==> src/rtl/wb_pkg.sv <==
// Shared types and constants for the register-file write-back arbiter.
package wb_pkg;

    localparam int unsigned WB_DEPTH_DEFAULT = 4;
    localparam int unsigned REG_ADDR_W       = 5;
    localparam int unsigned DATA_W           = 32;
    localparam int unsigned NUM_REGS         = 2 ** REG_ADDR_W;

    typedef struct packed {
        logic                  live;
        logic [REG_ADDR_W-1:0] rd;
        logic [DATA_W-1:0]     data;
    } wb_entry_t;

endpackage

==> src/rtl/wb_queue.sv <==
// FIFO of deferred multdiv results with per-entry kill on a newer pipeline write,
// plus the per-register pending vector derived from live entries.
module wb_queue
    import wb_pkg::*;
#(
    parameter int unsigned Depth = WB_DEPTH_DEFAULT
) (
    input  logic                  clock,
    input  logic                  ctrl_reset_n,
    input  logic                  enq_i,
    input  logic [REG_ADDR_W-1:0] enq_rd_i,
    input  logic [DATA_W-1:0]     enq_data_i,
    input  logic                  deq_i,
    input  logic                  squash_i,
    input  logic [REG_ADDR_W-1:0] squash_rd_i,
    output wb_entry_t             head_o,
    output logic                  empty_o,
    output logic                  full_o,
    output logic [NUM_REGS-1:0]   pending_o
);

    localparam int unsigned PtrW = (Depth > 1) ? $clog2(Depth) : 1;
    localparam int unsigned CntW = $clog2(Depth + 1);

    wb_entry_t       mem_q [Depth];
    wb_entry_t       mem_d [Depth];
    logic [PtrW-1:0] rptr_q, rptr_d;
    logic [PtrW-1:0] wptr_q, wptr_d;
    logic [CntW-1:0] count_q, count_d;

    assign empty_o = (count_q == '0);
    assign full_o  = (count_q == CntW'(Depth));
    assign head_o  = mem_q[rptr_q];

    always_comb begin
        mem_d   = mem_q;
        rptr_d  = rptr_q;
        wptr_d  = wptr_q;
        count_d = count_q;

        for (int i = 0; i < Depth; i++) begin
            if (squash_i && (mem_q[i].rd == squash_rd_i)) begin
                mem_d[i].live = 1'b0;
            end
        end

        // Popped slots are marked dead so they drop out of the pending vector.
        if (deq_i) begin
            mem_d[rptr_q].live = 1'b0;
            rptr_d             = rptr_q + PtrW'(1);
        end

        if (enq_i) begin
            mem_d[wptr_q] = wb_entry_t'{
                live: !(squash_i && (squash_rd_i == enq_rd_i)),
                rd:   enq_rd_i,
                data: enq_data_i
            };
            wptr_d = wptr_q + PtrW'(1);
        end

        unique case ({enq_i, deq_i})
            2'b10:   count_d = count_q + CntW'(1);
            2'b01:   count_d = count_q - CntW'(1);
            default: count_d = count_q;
        endcase
    end

    always_ff @(posedge clock or negedge ctrl_reset_n) begin
        if (!ctrl_reset_n) begin
            for (int i = 0; i < Depth; i++) begin
                mem_q[i] <= '0;
            end
            rptr_q  <= '0;
            wptr_q  <= '0;
            count_q <= '0;
        end else begin
            mem_q   <= mem_d;
            rptr_q  <= rptr_d;
            wptr_q  <= wptr_d;
            count_q <= count_d;
        end
    end

    always_comb begin
        pending_o = '0;
        for (int i = 0; i < Depth; i++) begin
            if (mem_q[i].live) begin
                pending_o[mem_q[i].rd] = 1'b1;
            end
        end
        pending_o[0] = 1'b0;
    end

endmodule

==> src/rtl/wb_arbiter.sv <==
// Owns the register-file write port: pipeline write-back first, then queued multdiv results.
// Optional WB_BYPASS_EN lets a multdiv result skip an empty, idle queue.
module wb_arbiter
    import wb_pkg::*;
#(
    parameter int unsigned DEPTH = WB_DEPTH_DEFAULT
) (
    input  logic                  clock,
    input  logic                  ctrl_reset_n,
    input  logic                  pipe_we,
    input  logic [REG_ADDR_W-1:0] pipe_rd,
    input  logic [DATA_W-1:0]     pipe_data,
    input  logic                  md_valid,
    input  logic [REG_ADDR_W-1:0] md_rd,
    input  logic [DATA_W-1:0]     md_data,
    output logic                  md_ready,
    output logic                  ctrl_writeEnable,
    output logic [REG_ADDR_W-1:0] ctrl_writeReg,
    output logic [DATA_W-1:0]     data_writeReg,
    output logic [NUM_REGS-1:0]   md_pending
);

    wb_entry_t             head;
    logic                  q_empty, q_full;
    logic                  md_accept, bypass, enq, deq, squash;
    logic                  we_q, we_d;
    logic [REG_ADDR_W-1:0] reg_q, reg_d;
    logic [DATA_W-1:0]     data_q, data_d;

    assign md_ready  = !q_full;
    assign md_accept = md_valid && md_ready;
    assign squash    = pipe_we && (pipe_rd != '0);
    assign deq       = !q_empty && !pipe_we;

`ifdef WB_BYPASS_EN
    assign bypass = q_empty && !pipe_we && md_accept && (md_rd != '0);
`else
    assign bypass = 1'b0;
`endif

    // Results for x0 are discarded at acceptance.
    assign enq = md_accept && (md_rd != '0) && !bypass;

    wb_queue #(
        .Depth (DEPTH)
    ) u_queue (
        .clock        (clock),
        .ctrl_reset_n (ctrl_reset_n),
        .enq_i        (enq),
        .enq_rd_i     (md_rd),
        .enq_data_i   (md_data),
        .deq_i        (deq),
        .squash_i     (squash),
        .squash_rd_i  (pipe_rd),
        .head_o       (head),
        .empty_o      (q_empty),
        .full_o       (q_full),
        .pending_o    (md_pending)
    );

    always_comb begin
        we_d   = 1'b0;
        reg_d  = reg_q;
        data_d = data_q;
        if (pipe_we) begin
            // A write to x0 still occupies the port, blocking the queue.
            if (pipe_rd != '0) begin
                we_d   = 1'b1;
                reg_d  = pipe_rd;
                data_d = pipe_data;
            end
        end else if (bypass) begin
            we_d   = 1'b1;
            reg_d  = md_rd;
            data_d = md_data;
        end else if (deq && head.live) begin
            we_d   = 1'b1;
            reg_d  = head.rd;
            data_d = head.data;
        end
    end

    always_ff @(posedge clock or negedge ctrl_reset_n) begin
        if (!ctrl_reset_n) begin
            we_q   <= 1'b0;
            reg_q  <= '0;
            data_q <= '0;
        end else begin
            we_q   <= we_d;
            reg_q  <= reg_d;
            data_q <= data_d;
        end
    end

    assign ctrl_writeEnable = we_q;
    assign ctrl_writeReg    = reg_q;
    assign data_writeReg    = data_q;

endmodule

==> config.mk <==
export PLATFORM = sky130hd
export DESIGN_NAME = wb_arbiter
export DESIGN_NICKNAME = d
export VERILOG_FILES = /design/src/rtl/wb_pkg.sv /design/src/rtl/wb_queue.sv /design/src/rtl/wb_arbiter.sv
export SDC_FILE = /design/constraint.sdc
export NUM_CORES = 1
export LEC_CHECK = 0
export ABC_AREA = 1
export BUFFER_PORTS_ARGS = -buffer_cell sky130_fd_sc_hd__buf_4
export CAP_MARGIN = 20
export CORE_MARGIN = 1.5
export CORE_UTILIZATION = 50
export DETAILED_ROUTE_END_ITERATION = 10
export PLACE_DENSITY = 0.71
export SKIP_CTS_REPAIR_TIMING = 1
export SYNTH_ARGS = -nofsm -noshare
export SYNTH_HDL_FRONTEND = slang
export SYNTH_SLANG_ARGS = --single-unit
==> constraint.sdc <==
create_clock -name clock -period 5.4 [get_ports clock]
set_input_delay 1.08 -clock clock [delete_from_list [all_inputs] [get_ports clock]]
set_output_delay 1.08 -clock clock [all_outputs]
set_load 0.01 [all_outputs]
== Word-level counts from Yosys, hierarchy flattened ==
Index checks and enable logic that the tools add are counted.
Operators by class
  $add $sub $neg: 4
  eq/ne operators: 9
  mux-type cells: 37
  reductions and logical operators: 26
  magnitude comparators: 12
  bitwise logic cells: 5
Operator list (count)
  $bwmux W152: 2
  $mux W152: 2
  $mux W32: 7
  $demux W38 S2: 2
  $mux W38: 4
  $or A32 B32 Y32: 3
  $bmux W38 S2: 1
  $eq A5 B5 Y1: 5
  $lt A5 B6 Y1 const B: 4
  $demux W1 S5: 4
  $ge A5 B1 Y1 const B: 4
  $logic_and A1 B1 Y1: 16
  $mux W5: 3
  $mux W1: 11
  $reduce_bool A5 Y1: 2
  $ge A3 B3 Y1 const B: 2
  $lt A3 B1 Y1 const B: 2
  $not A2 Y3: 2
  $pmux W3 S2: 1
  $add A2 B1 Y2 const B: 2
  $logic_not A1 Y1: 4
  $reduce_bool A2 Y1: 2
  $add A3 B1 Y3 const B: 1
  $eq A3 B3 Y1 const B: 1
  6 further kinds: 6
Storage, ports and cells
  output and inout port bits: 71
  word-level logic and storage cells: 111
  flip-flop bits (word level): 197
  bits of input ports: 78

== Depth between registers and ports, before layout ==
  word-level depth: 11
  mapped depth: 12

== Cells and area by module ==
Synthesis repeated with hierarchy kept, for this count alone.
Unflattened totals
  cells, all modules: 1440
  area, all modules: 10598.9 um^2
Modules (own cells, without submodules)
  wb_queue: cells each 1146, instances 1, area an instance 8519.4 um^2, seq. area each 3978.8 um^2
  wb_arbiter: cells each 294, instances 1, area an instance 2079.5 um^2, seq. area each 950.9 um^2

== Worst setup path after synthesis ==
No wires, ideal clock.
  path type: in2reg
  start: in md_rd[0]
  end: reg u_queue.count_q[2]
  cell stages on the path: 9
  data arrival time: 2.416 ns
  buffers on the path: 0
  slack: 2.853 ns
  required time: 5.269 ns
  path through: inv_1 nand3_1 nand2_1 ha_1 inv_1 fa_1 a21oi_1 o21ai_0 xor2_1
On the way
  longest elaborated chain between the ends: 4
  elaborated cells between the ends (all ways): 6
  classes of those cells: eq/ne: 2; mux: 1; reduce/logical: 3
Ends and longest elaborated chain
  from (decl): RTL line wb_arbiter.sv:14  | input logic [REG_ADDR_W-1:0] md_rd,
  $reduce_bool A5 Y1 *: RTL line wb_arbiter.sv:42  | assign enq = md_accept && (md_rd != '0) && !bypass;
  $logic_and A1 B1 Y1 *: RTL line wb_arbiter.sv:42
  $eq A2 B1 Y1 or $eq A2 B2 Y1 (tied branches): RTL line wb_queue.sv:62  | unique case ({enq_i, deq_i})
  $pmux W3 S2 or $reduce_bool A2 Y1 (tied branches)
  to (signal assigned): RTL line wb_queue.sv:81  | count_q <= count_d;
  to (decl): RTL line wb_queue.sv:29  | logic [CntW-1:0] count_q, count_d;
Mark *: on every way between the ends. The rest lies on a longest branch, timed or not.
A chain may end at the register's enable or synchronous reset.

== Final worst setup path ==
  start: reg u_queue.mem_q[34] (netlist bit)
  end: out md_pending[4]
On the way
  longest elaborated chain between the ends: 6
  elaborated cells between the ends (all ways): 7
  classes of those cells: order compare: 2; mux: 3; bitwise: 1; reduce/logical: 1
Ends and longest elaborated chain
  from (decl): RTL line wb_queue.sv:25  | wb_entry_t mem_q [Depth];
  from (signal assigned): RTL line wb_queue.sv:78  | mem_q <= mem_d;
  $lt A5 B6 Y1 (implied by the code) or $ge A5 B1 Y1 (tied branches): RTL line wb_queue.sv:89  | pending_o[mem_q[i].rd] = 1'b1;
  $logic_and A1 B1 Y1 (implied by the code): RTL line wb_queue.sv:89
  $mux W1 (implied by the code): RTL line wb_queue.sv:89
  $demux W1 S5 *
  $or A32 B32 Y32 (no line) *
  $mux W32 *: RTL line wb_queue.sv:88  | if (mem_q[i].live) begin
  to (decl): RTL line wb_arbiter.sv:20  | output logic [NUM_REGS-1:0] md_pending
Marks and branches as above.

==> run summary <==
cts bufs inserted = 17
Final min period = 3.11 ns
post-synthesis sequential area ratio = 0.461
Final Setup Violations = 0
largest family of logic cells by synthesized area = simple AND/OR/NAND/NOR gates
Core Box Area = 21000 um^2
Worst setup EP type = output pin
Chip Height = 149 um
crit path max fanout = 7
CP arrival = 2.03 ns
HP Class = register to register
H-tree depth = 4
share of cells above drive strength 1 = 0.138
gr usage total = 0.289
io pins = 149
Slew Viols, Final = 0
Pwr Density = 578 nW/um^2
GPL Wtd Cong = 0.963
Vias = 10300
Synth Area in Adders = 0.0124
P_leak = 6.62 nW
number of DRC markers in iteration 0 = 880
Synth Cell Area = 10700 um^2
clock root cell = clkbuf_16
CTS max path bufs = 2
final hold violation count = 0
# fillers = 1985
CTS tree = yes
Seq cells post-synth = 197
Max Freq = 0.321 GHz
Ys Warns = 0
Sink Count = 197
first-pass GRT wire length = 50.4 mm
Mapped Nets = 1576
Worst Hold Launch = data_writeReg[14]$_DFFE_PN0P_
worst setup margin = 2.29 ns
RSZ-0062 raised after global routing = false
period utilization = 0.577
Detailed Routing Iterations Pass 1 = 5
relative slew slack = 0.345
mux cell area share after synthesis = 0
Place WS = 2.16 ns
initial antenna violation count = 0
global route overflow = 0
RR Startpoint = u_queue.rptr_q[0]$_DFFE_PN0N_
Max VDD drop = 0.331 mV
Layout area overhead = 15.0%
Skew-Pair Late Insertion Delay = 0.45 ns
critical path data required time = 4.32 ns
# Max-Cap Violations = 0
Avg Cell Area, Syn = 7.18 um^2
via-per-instance ratio = 5.50
Post-Route Skew = 0.0147 ns
Cells after Synth = 1488
post-layout net count = 1667
initial core utilization = 0.508
Startpoint Class = register
Port Buffer Count = 147
worst-margin pin slew = 0.983 ns
Cell variety after synth = 28
die width = 149 um
antenna viol nets, final = 0
Total Neg Setup Slack = 0 ns
Die Area = 22300 um^2
final wirelength = 31.3 mm
CTS clock-pin slew for the worst setup and hold paths = 0.09 ns
largest net degree at the start of global routing = 118
WL/cell = 16.8 um
type of the worst setup path = register to output pin
number of global-route vias before repair = 9613
Post-Synth XOR/XNOR Area = 0.00901
num rows = 53
Detail Placement HPWL = 19.4 mm
Synth Area in Simple Gates = 0.382
n_diodes = 0
compound-gate portion of the synthesized area = 0.0606
CP Launch Point = u_queue.mem_q[34]$_DFFE_PN0P_
DRC Markers = 0
status = complete, no violations
## metrics by stage
step                       util  instance area (um^2)  hold slack, ns  total power [mW]  cells
after floorplan               -                 10700           0.449              4.77   1488
final                     0.585                 12300           0.478              7.10   1867
after global placement    0.555                 11700           0.461              5.65   1835
after global routing      0.585                 12300           0.502              7.66   1867
after CTS                 0.585                 12300           0.482              7.10   1867
after detailed placement  0.555                 11700           0.460              5.75   1835
## logic make-up after synthesis
kind of cell / count (synthesis)
AO/OA/AOI/OAI: 107
flip-flops: 197
AND/OR/NAND/NOR: 1014
XOR/XNOR: 11
buffers and inverters: 148
other: 1
adder cells (fa/ha/maj): 10
## state kept, by name (all words and copies together) (netlist names)
name              flops
u_queue.wptr_q        2
u_queue.mem_q       152
u_queue.rptr_q        2
u_queue.count_q       3
ctrl_writeEnable      1
ctrl_writeReg         5
data_writeReg        32
## synth_stat cells (all sizes together)
master	count	area, um^2
nor3	2	10.0
xnor2	6	52.6
nand3	173	871
clkbuf	10	37.5
a21oi	19	110
ha	9	113
conb	1	3.75
o221ai	14	123
or2	18	113
fa	1	20.0
xor2	5	43.8
dfrtp	197	4930
inv	64	240
o22ai	36	225
nand2	790	2970
nor2	30	115
o21ai	38	190
buf	74	517
nand3b	1	7.51
## power by group
group	total (mW)	switching (mW)	internal, mW
combinational	3.05	1.95	1.10
clock	1.33	0.649	0.677
sequential	2.73	0.572	2.15
## metal layers
| layer | GRT usage | part of all wire |
|---|---|---|
| met3 | 0.0502 | 0.076 |
| met1 | 0.393 | 0.43 |
| met5 | 0 | 0 |
| met2 | 0.475 | 0.48 |
| met4 | 0.0871 | 0.015 |
## critical path, cell delays in order, from the launching register on
cell and delay, ns:
dfrtp_1 0.52, inv_1 0.18, nor3_1 0.40, inv_1 0.11
o22ai_1 0.14, or2_2 0.14, buf_4 0.11
## final timing paths
path                                            endpoint  cells past startpoint  slack (ns)
max reg2reg                 ctrl_writeReg[0]$_DFFE_PN0P_                      8        2.34
min reg2reg                data_writeReg[14]$_DFFE_PN0P_                      2        0.48
min                        data_writeReg[14]$_DFFE_PN0P_                      2        0.48
min in group asynchronous  u_queue.mem_q[99]$_DFFE_PN0P_                      1        0.72
max in group asynchronous  u_queue.mem_q[27]$_DFFE_PN0P_                      2        3.69
max                                        md_pending[4]                      6        2.29
## final cells by class
type / instances / area (um^2) / area share
inverters: 64 / 240 / 0.0195
clock inverters: 15 / 193 / 0.0157
multi-input cells: 1143 / 4960 / 0.404
clock buffers: 17 / 425 / 0.0346
flip-flops and latches: 197 / 4930 / 0.401
repair buffers: 156 / 1190 / 0.0968
well taps: 275 / 344 / 0.0280
## placed cells by master (no fill, tap or decap), types with 2 or more instances in the layout
cell and n:
o221ai_1 14, nand3_1 172, xor2_1 5, or2_2 18, nor2_1 29, inv_8 4, o21ai_0 38, ha_1 9
inv_1 56, dfrtp_1 196, clkinv_8 2, inv_12 2, inv_6 5, nand2_1 789, inv_2 8, buf_4 154
clkbuf_16 17, xnor2_1 6, o22ai_1 36, nor3_1 2, a21oi_1 17
(Power assumes the default switching activity.)
